`src/rtl/ex_div_pkg.sv`:
```
// Shared definitions for the execute-stage divider: funct3 encodings and
// the sign fix-up applied to the unsigned magnitude result.
package ex_div_pkg;

    localparam int XLEN = 32;

    localparam logic [2:0] INST_DIV  = 3'b100;
    localparam logic [2:0] INST_DIVU = 3'b101;
    localparam logic [2:0] INST_REM  = 3'b110;
    localparam logic [2:0] INST_REMU = 3'b111;

    function automatic logic is_signed_op(input logic [2:0] op);
        return (op == INST_DIV) || (op == INST_REM);
    endfunction

    // Picks quotient or remainder and restores the sign lost by the magnitude path.
    function automatic logic [XLEN-1:0] div_result(input logic [2:0]      op,
                                                   input logic [XLEN-1:0] quot,
                                                   input logic [XLEN-1:0] rem,
                                                   input logic            negQuot,
                                                   input logic            negRem);
        case (op)
            INST_REM, INST_REMU: return negRem ? -rem : rem;
            INST_DIV, INST_DIVU: return negQuot ? -quot : quot;
            default:             return quot;
        endcase
    endfunction

endpackage

```
`src/rtl/ex_div.sv`:
```
// Iterative restoring 32-bit divider for DIV/DIVU/REM/REMU, one quotient bit per cycle.
// Define DIV_ZERO_FAST_EN to finish a divide-by-zero in a single cycle.
module ex_div
    import ex_div_pkg::*;
#(
    parameter int WIDTH = XLEN
) (
    input  logic             clk,
    input  logic             rst,
    input  logic             start_i,
    input  logic [2:0]       op_i,
    input  logic [WIDTH-1:0] dividend_i,
    input  logic [WIDTH-1:0] divisor_i,
    input  logic [4:0]       reg_waddr_i,
    input  logic             flush_i,
    output logic             hold_req_o,
    output logic             ready_o,
    output logic [WIDTH-1:0] result_o,
    output logic [4:0]       reg_waddr_o,
    output logic             reg_we_o
);

    typedef enum logic [1:0] {
        S_IDLE = 2'd0,
        S_CALC = 2'd1,
        S_END  = 2'd2
    } state_t;

    state_t           state_q, state_d;
    logic [2:0]       op_q, op_d;
    logic [4:0]       waddr_q, waddr_d;
    logic [WIDTH-1:0] dvd_q, dvd_d;
    logic [WIDTH-1:0] dvs_q, dvs_d;
    logic [WIDTH-1:0] rem_q, rem_d;
    logic             sa_q, sa_d;
    logic             sb_q, sb_d;
    logic [4:0]       cnt_q, cnt_d;
    logic [WIDTH-1:0] result_q, result_d;
    logic [4:0]       regWaddr_q, regWaddr_d;

    logic             signedIn;
    logic             signA, signB;
    logic [WIDTH-1:0] absA, absB;
    logic [WIDTH:0]   stepShift, stepDiff;
    logic             stepGe;
    logic [WIDTH-1:0] remNext, quotNext;
    logic             fastZero;

`ifdef DIV_ZERO_FAST_EN
    assign fastZero = (divisor_i == '0);
`else
    assign fastZero = 1'b0;
`endif

    assign signedIn = is_signed_op(op_i);
    assign signA    = signedIn & dividend_i[WIDTH-1];
    assign signB    = signedIn & divisor_i[WIDTH-1];
    assign absA     = signA ? -dividend_i : dividend_i;
    assign absB     = signB ? -divisor_i : divisor_i;

    // The quotient bits shift into the dividend register as its bits move into rem.
    assign stepShift = {rem_q, dvd_q[WIDTH-1]};
    assign stepDiff  = stepShift - {1'b0, dvs_q};
    assign stepGe    = ~stepDiff[WIDTH];
    assign remNext   = stepGe ? stepDiff[WIDTH-1:0] : stepShift[WIDTH-1:0];
    assign quotNext  = {dvd_q[WIDTH-2:0], stepGe};

    always_comb begin
        state_d    = state_q;
        op_d       = op_q;
        waddr_d    = waddr_q;
        dvd_d      = dvd_q;
        dvs_d      = dvs_q;
        rem_d      = rem_q;
        sa_d       = sa_q;
        sb_d       = sb_q;
        cnt_d      = cnt_q;
        result_d   = result_q;
        regWaddr_d = regWaddr_q;
        hold_req_o = 1'b0;

        case (state_q)
            S_IDLE: begin
                if (start_i && !flush_i) begin
                    hold_req_o = 1'b1;
                    op_d       = op_i;
                    waddr_d    = reg_waddr_i;
                    sa_d       = signA;
                    sb_d       = signB;
                    dvs_d      = absB;
                    dvd_d      = absA;
                    rem_d      = '0;
                    cnt_d      = 5'd31;
                    state_d    = S_CALC;
                    if (fastZero) begin
                        dvd_d      = '1;
                        rem_d      = absA;
                        result_d   = div_result(op_i, '1, absA, 1'b0, signA);
                        regWaddr_d = reg_waddr_i;
                        state_d    = S_END;
                    end
                end
            end
            S_CALC: begin
                hold_req_o = 1'b1;
                rem_d      = remNext;
                dvd_d      = quotNext;
                cnt_d      = cnt_q - 5'd1;
                if (cnt_q == 5'd0) begin
                    result_d   = div_result(op_q, quotNext, remNext,
                                            (sa_q ^ sb_q) & (dvs_q != '0), sa_q);
                    regWaddr_d = waddr_q;
                    state_d    = S_END;
                end
            end
            S_END: begin
                state_d = S_IDLE;
            end
            default: begin
                state_d = S_IDLE;
            end
        endcase

        // A kill abandons the operation without touching the visible result.
        if (flush_i) begin
            state_d    = S_IDLE;
            result_d   = result_q;
            regWaddr_d = regWaddr_q;
        end
    end

    always_ff @(posedge clk or negedge rst) begin
        if (!rst) begin
            state_q    <= S_IDLE;
            op_q       <= '0;
            waddr_q    <= '0;
            dvd_q      <= '0;
            dvs_q      <= '0;
            rem_q      <= '0;
            sa_q       <= 1'b0;
            sb_q       <= 1'b0;
            cnt_q      <= '0;
            result_q   <= '0;
            regWaddr_q <= '0;
        end else begin
            state_q    <= state_d;
            op_q       <= op_d;
            waddr_q    <= waddr_d;
            dvd_q      <= dvd_d;
            dvs_q      <= dvs_d;
            rem_q      <= rem_d;
            sa_q       <= sa_d;
            sb_q       <= sb_d;
            cnt_q      <= cnt_d;
            result_q   <= result_d;
            regWaddr_q <= regWaddr_d;
        end
    end

    assign ready_o     = (state_q == S_END);
    assign reg_we_o    = ready_o;
    assign result_o    = result_q;
    assign reg_waddr_o = regWaddr_q;

endmodule

```
`config.mk`:
```
export PLATFORM = sky130hd
export DESIGN_NAME = ex_div
export DESIGN_NICKNAME = d
export VERILOG_FILES = /design/src/rtl/ex_div_pkg.sv /design/src/rtl/ex_div.sv
export SDC_FILE = /design/constraint.sdc
export NUM_CORES = 1
export LEC_CHECK = 0
export ABC_AREA = 1
export BUFFER_PORTS_ARGS = -buffer_cell sky130_fd_sc_hd__buf_2
export CORE_MARGIN = 1
export CORE_UTILIZATION = 45
export CTS_CLUSTER_DIAMETER = 30
export DETAILED_ROUTE_END_ITERATION = 6
export GPL_TIMING_DRIVEN = 0
export PLACE_DENSITY = 0.72
export SYNTH_ARGS = -nofsm -noshare
export SYNTH_HDL_FRONTEND = slang
export SYNTH_SLANG_ARGS = --single-unit
```
`constraint.sdc`:
```
create_clock -name clk -period 6.1 [get_ports clk]
set_clock_uncertainty 0.1 [all_clocks]
set_input_delay 0.305 -clock clk [delete_from_list [all_inputs] [get_ports clk]]
set_output_delay 0.305 -clock clk [all_outputs]
set_load 0.05 [all_outputs]
```
After elaboration in Yosys (flattened, before gate mapping). Index checks and enable logic that the tools add are counted.

Add/sub/neg operators: 6. Equality and inequality tests: 11. Multiplexer cells: 18. Bitwise logic cells: 6. Reductions and logical operators: 13.

Operators by type and width (count): $mux 32 (7); $pmux 32 s2 (3); $neg 32->32 (4); $sub 33x32->33 (1); $reduce_bool 32->1 (1); $eq 3x3->1 const B (6); $pmux 5 s2 (1); $mux 2 (3); $ne 3x3->1 const B (2); $reduce_and 2->1 (3); $logic_not 5->1 (1); $mux 5 (1); $sub 5x1->5 const B (1); $pmux 2 s2 (1); $reduce_or 2->1 (2); $and 1x1->1 (3); $reduce_and 3->1 (1); $eq 2x1->1 const B (1); $eq 2x2->1 const B (1); $logic_not 2->1 (1); $ne 2x2->1 const B (1); $not 1->1 (2); $pmux 1 s2 (1); $reduce_bool 2->1 (1); other kinds (5) (5).

Register bits after elaboration: 150. Input port bits: 76. Output and inout bits: 40. Word-level logic and storage cells: 65.

Logic depth before layout (Yosys ltp).
Depth after elaboration: 6. Gate-level depth with buffers: 32. Gate-level depth less buffers: 31.

Least setup slack after synthesis. Ideal clock, no wire load.

Path type: register -> register. From: reg dvd_q[31]. To: reg result_q[26] (netlist: result_o[26]). Setup time: 0.066 ns. Arrival: 3.801 ns. Required time: 5.934 ns. Path slack: 2.134 ns. Stages on the path, launching flop included: 33. Path buffers: 1. Clock period less this slack: 3.966 ns. Path through: dfrtp_1 inv_1 ha_1 fa_1 inv_1 nand2_1 nand2_1 nand3_1 nand2_2 nand2_2 nand2_4 nand2_4 nand2_4 nand2_2 nand2_4 buf_4 ha_1 nand2_1 nor3_1 nand2_1 nor2_1 nand3_1 inv_1 nand2_1 nor2_1 nand3_1 nand2_1 o21ai_0 o21ai_0 a21oi_1 a211oi_1 nand2_1 nand2_1.

Cells in the longest elaborated chain, start to end: 5. Elaborated cells between the ends (all ways): 8. Classes of those cells: add/sub: 3; mux: 4; bitwise: 1.

RTL lines: start, declared (RTL line ex_div.sv:32) `logic [WIDTH-1:0] dvd_q, dvd_d;`; start signal, assigned (RTL line ex_div.sv:149) `dvd_q <= dvd_d;`; $sub 33x32->33 (RTL line ex_div.sv:63) `assign stepDiff = stepShift - {1'b0, dvs_q};`; $mux 32 / $not 1->1 (equally long branches) (RTL line ex_div.sv:65, ex_div.sv:64); $neg 32->32 (on tied branches) (RTL line ex_div_pkg.sv:23, ex_div_pkg.sv:24); $mux 32 (on tied branches) (RTL line ex_div_pkg.sv:23, ex_div_pkg.sv:24); $pmux 32 s2 (*) (RTL line ex_div_pkg.sv:22) `case (op)`; end signal, assigned (RTL line ex_div.sv:155) `result_q <= result_d;`; end, declared (RTL line ex_div.sv:38) `logic [WIDTH-1:0] result_q, result_d;`.

Every way passes the cells marked *; elsewhere a longest branch is shown, timed or not. A chain may end at the register's enable or synchronous reset.

Final worst setup path. Same ends and word-level chain as after synthesis.

==> impl_metrics.toml <==
[run_status]
outcome = "completed"

[clock_tree]
tritoncts.num_buffers = 17
cts.path.max_buffers = 2
worst_skew_pair.late_latency_ns = 0.44
cts.clk_slew.worst_paths_ns = 0.08
cts.repair.resized = 0
clock_root_buffer = "clkbuf_16"
h_tree_lvls = 4
cts.sinks = 149
clock_tree_from_tritoncts = "done"

[critical_path]
cp.required_ns = 6.38
critPathCaptureType = "flip-flop"
worst-setup-path-type = "flip-flop to flip-flop"
cpMaxStageDelayCell = "fa_1"
critPathTopFamily = "simple AND/OR/NAND/NOR gates"
worst_path_largest_cell_delay_ns = 0.42
crit_top_cell = "nand2_1"
launching_point_of_the_worst_reg2reg_path = "dvd_q[31]$_DFFE_PN0P_"
critical_path.n_buffers_inverters = 4
crit_fanout = 10
startpoint = "dvd_q[31]$_DFFE_PN0P_"
crit_arrival_ns = 5.43
cp-start-kind = "flip-flop"

[yosys]
yosys_most_used_dff = "dfrtp_1"
postSynthAreaPerCell_um2 = 6.48
synth.yosys.seq_area_share_pct = 30.1
synth_compound_area_share_pct = 15.1
synth-edff-count = 0
yosys.area_share.adder_pct = 4.00
dominant_combinational_cell_family_by_area_after_synthesis = "simple AND/OR/NAND/NOR gates"
synth_top_cell_by_area = "dfrtp_1"
simple_gate_share_of_the_synthesized_area_pct = 34.9
synth_top_cells_by_area = "dfrtp_1 (30%), nand2_1 (17%), inv_1 (7.7%)"
synthesized_area_fraction_occupied_by_xor_and_xnor_cells_pct = 5.65
ys_async_sr_fraction_pct = 100
postSynthRegisterBits = 149
synthCells = 1912
synth.yosys.warnings = 0
syn_nets = 2027
synthMuxAreaShare_pct = 0
post_synth_instance_area_um2 = 12400
netlist.area_leader.share_pct = 30.1
post_synth_num_cell_types = 53

[sta]
timing.final.hold_violations = 0
maxSlewHeadroom_pct = 46.4
rsz0062_at_grt = "no"
slew_violations = 0
worst_slack_ns = 0.943
fin_hold_ws_ns = 0.0865
max_freq_ghz = 0.194
worstMarginPinSlew_ns = 0.804
setup_tns_ns = 0
timing.final.crit_share_pct = 84.5
finalCriticalPeriod_ns = 5.16
finalSetupViolCount = 0

[run]
max_cap_viol_count = 0

[global_routing]
grt-busiest-layer = "met2"
via_count_of_the_first_global_routing_pass = 12652
antenna_found_initial = 0
pin_count_of_the_biggest_net_entering_global_routing = 81
grt_usage_pct = 31.0
met2_usage_pct = 48.3
use_met1_pct = 44.3
first_pass_grt_wire_length_um = 67800
use_met3_pct = 3.90
globalRoute.totalOverflow = 0

[final_layout]
final_cells = 2409
antenna_cells_inserted = 0
fill_cells = 2765
areaGrowthSynthToFinish_pct = 13.9
area.sequential_um2 = 3730
finalNetCount = 2170
final_layout_size_suffix_gt1_share_pct = 11.5
multi_input_gate_area_um2 = 7390

[route]
drt_iter0_markers = 1298
remaining_drc_errors = 0
routed_via_density = 5.52
detail_route.wl_per_cell_um = 17.7
dr_vias = 13296
postRouteWirelength_um = 42700
drt-pass1-iter-count = 5
drtAntennaViolNets = 0

[floorplanning]
top_ports = 116
die-area_um2 = 28200
dieHeight_um = 168
core_um2 = 27000
fp-row-count = 60
chipWidth_um = 168
initial_core_util_pct = 45.9

[power_and_ir_drop]
share_clk_of_total_power_pct = 14.6
p_int_mw = 3.35
irDropWorstVdd_mv = 0.316
total_leakage_power_nw = 7.24
total_power_mw = 7.59
power_density_nw_per_um2 = 537
power.share.sequential_pct = 19.5
p_sw_share_pct = 55.8
power_frac_comb_pct = 66.0
switching_power_summed_over_all_nets_mw = 4.23

[placed_design]
detailedPlacementHpwl_um = 34300
buffer_ports.inserted = 115
place.gp.congestion = 1.01
place.detailed.instances = 2369
pre_cts_slack_ns = 1.06

[min_path]
hold_path.startpoint = "divisor_i[20]"
type_of_the_worst_min_delay_path = "input port to flip-flop"
## cells in the mapped netlist (2+ instances only)
master / n
a211oi_1: 2
a21o_1: 3
a21oi_1: 86
a21oi_2: 3
a31oi_1: 12
buf_1: 6
buf_2: 2
buf_4: 2
buf_6: 4
clkbuf_1: 47
clkinv_1: 3
dfrtp_1: 149
ha_1: 38
inv_1: 254
inv_2: 8
nand2_1: 575
nand2_2: 27
nand2_4: 7
nand2_8: 2
nand3_1: 112
nand3_2: 4
nand3b_1: 4
nand4_1: 19
nor2_1: 182
nor2_2: 11
nor2_4: 7
nor3_1: 32
nor4_1: 14
o211ai_1: 8
o21ai_0: 116
o21ai_1: 14
o21ai_2: 4
o21bai_1: 4
o221ai_1: 34
o22ai_1: 12
o31ai_1: 7
or2_2: 4
xnor2_1: 18
xor2_1: 62
## area by class of cell
cell class / count / share of cell area [%]
flip-flops and latches: 149 / 26.4
multi-input cells: 1436 / 52.3
repair buffers: 124 / 4.88
clock buffers: 17 / 3.01
well taps: 341 / 3.02
clock inverters: 15 / 1.31
inverters: 265 / 7.04
plain buffers: 62 / 2.01
## sequential cells by signal, indices dropped and copies added (netlist names), 5 cells and up
signal	flops
dvd_q	32
waddr_q	5
dvs_q	32
rem_q	32
cnt_q	5
result_o	32
reg_waddr_o	5
## power groups by stage
stage	clock (mW)	sequential, mW	combinational (mW)
global placement	0	1.48	4.87
CTS	1.11	1.47	4.95
finish	1.11	1.48	5.00
global route	1.14	1.50	5.59
floorplan	0	1.39	3.68
detailed placement	0	1.49	4.92
## final timing paths
kind	endpoint	slack (ns)	depth (start not counted)
max in group asynchronous	dvs_q[29]$_DFFE_PN0P_	4.71	3
hold / removal	dvs_q[20]$_DFFE_PN0P_	0.09	3
min in group asynchronous	result_o[29]$_DFFE_PN0P_	0.33	2
hold reg to reg	reg_waddr_o[0]$_DFFE_PN0P_	0.36	2
setup / recovery	result_o[26]$_DFFE_PN0P_	0.94	32
setup reg to reg	result_o[26]$_DFFE_PN0P_	0.94	32
## logic make-up after synthesis
logic type / count (synthesis)
xor+xnor: 80
compound gates: 315
simple gates: 1002
fa+ha+maj: 39
flops: 149
buf+inv: 327
## tightest hold or removal path, delay by kind of cell
kind,cells,cell delay (ns)
buffers and inverters,1,0.12
AOI/OAI and AO/OA,1,0.06
xor gates and xnor gates,1,0.11
## placed cells by master, fill, tap and decap left out, types with 4 or more instances in the layout
master / netlist / final
clkbuf_1: 47 / 47
nand2_2: 27 / 27
nor4_1: 14 / 14
nand3b_1: 4 / 4
buf_2: 2 / 116
o21ai_1: 14 / 14
nor2_2: 11 / 11
buf_1: 6 / 6
dlygate4sd3_1: 0 / 8
xnor2_1: 18 / 18
nor3_1: 32 / 32
nand2_4: 7 / 7
a21oi_1: 86 / 86
or2_2: 4 / 4
o21ai_0: 116 / 116
dfrtp_1: 149 / 149
clkbuf_16: 0 / 17
nor2_1: 182 / 182
o211ai_1: 8 / 8
a31oi_1: 12 / 12
nand3_1: 112 / 112
nor2_4: 7 / 7
o21bai_1: 4 / 4
ha_1: 38 / 38
inv_1: 254 / 254
o21ai_2: 4 / 4
o221ai_1: 34 / 34
inv_6: 0 / 5
xor2_1: 62 / 62
o22ai_1: 12 / 12
nand4_1: 19 / 19
nand2_1: 575 / 575
inv_2: 8 / 8
clkinv_8: 0 / 4
buf_6: 4 / 5
o31ai_1: 7 / 7
nand3_2: 4 / 4
## per-layer routing
layer  vias up  part of all wire, %
met5         -                    0
met4         0                  2.9
met3        70                  7.2
met2       523                   44
met1      6238                   45
li1       6465                    -
## through the flow
step           utilization (%)  cell area [µm²]
6_report                  52.3            14100
5_1_grt                   52.3            14100
4_1_cts                   52.3            14100
3_5_place_dp              49.7            13400
3_3_place_gp              49.6            13400
2_1_floorplan                -            12400
## what timing repair did
action,CTS,global route
endpoints found under the hold margin,76,0
endpoints found under the setup margin,0,0
buffers inserted,0,0
hold buffers,8,0
(Power assumes the default switching activity.)
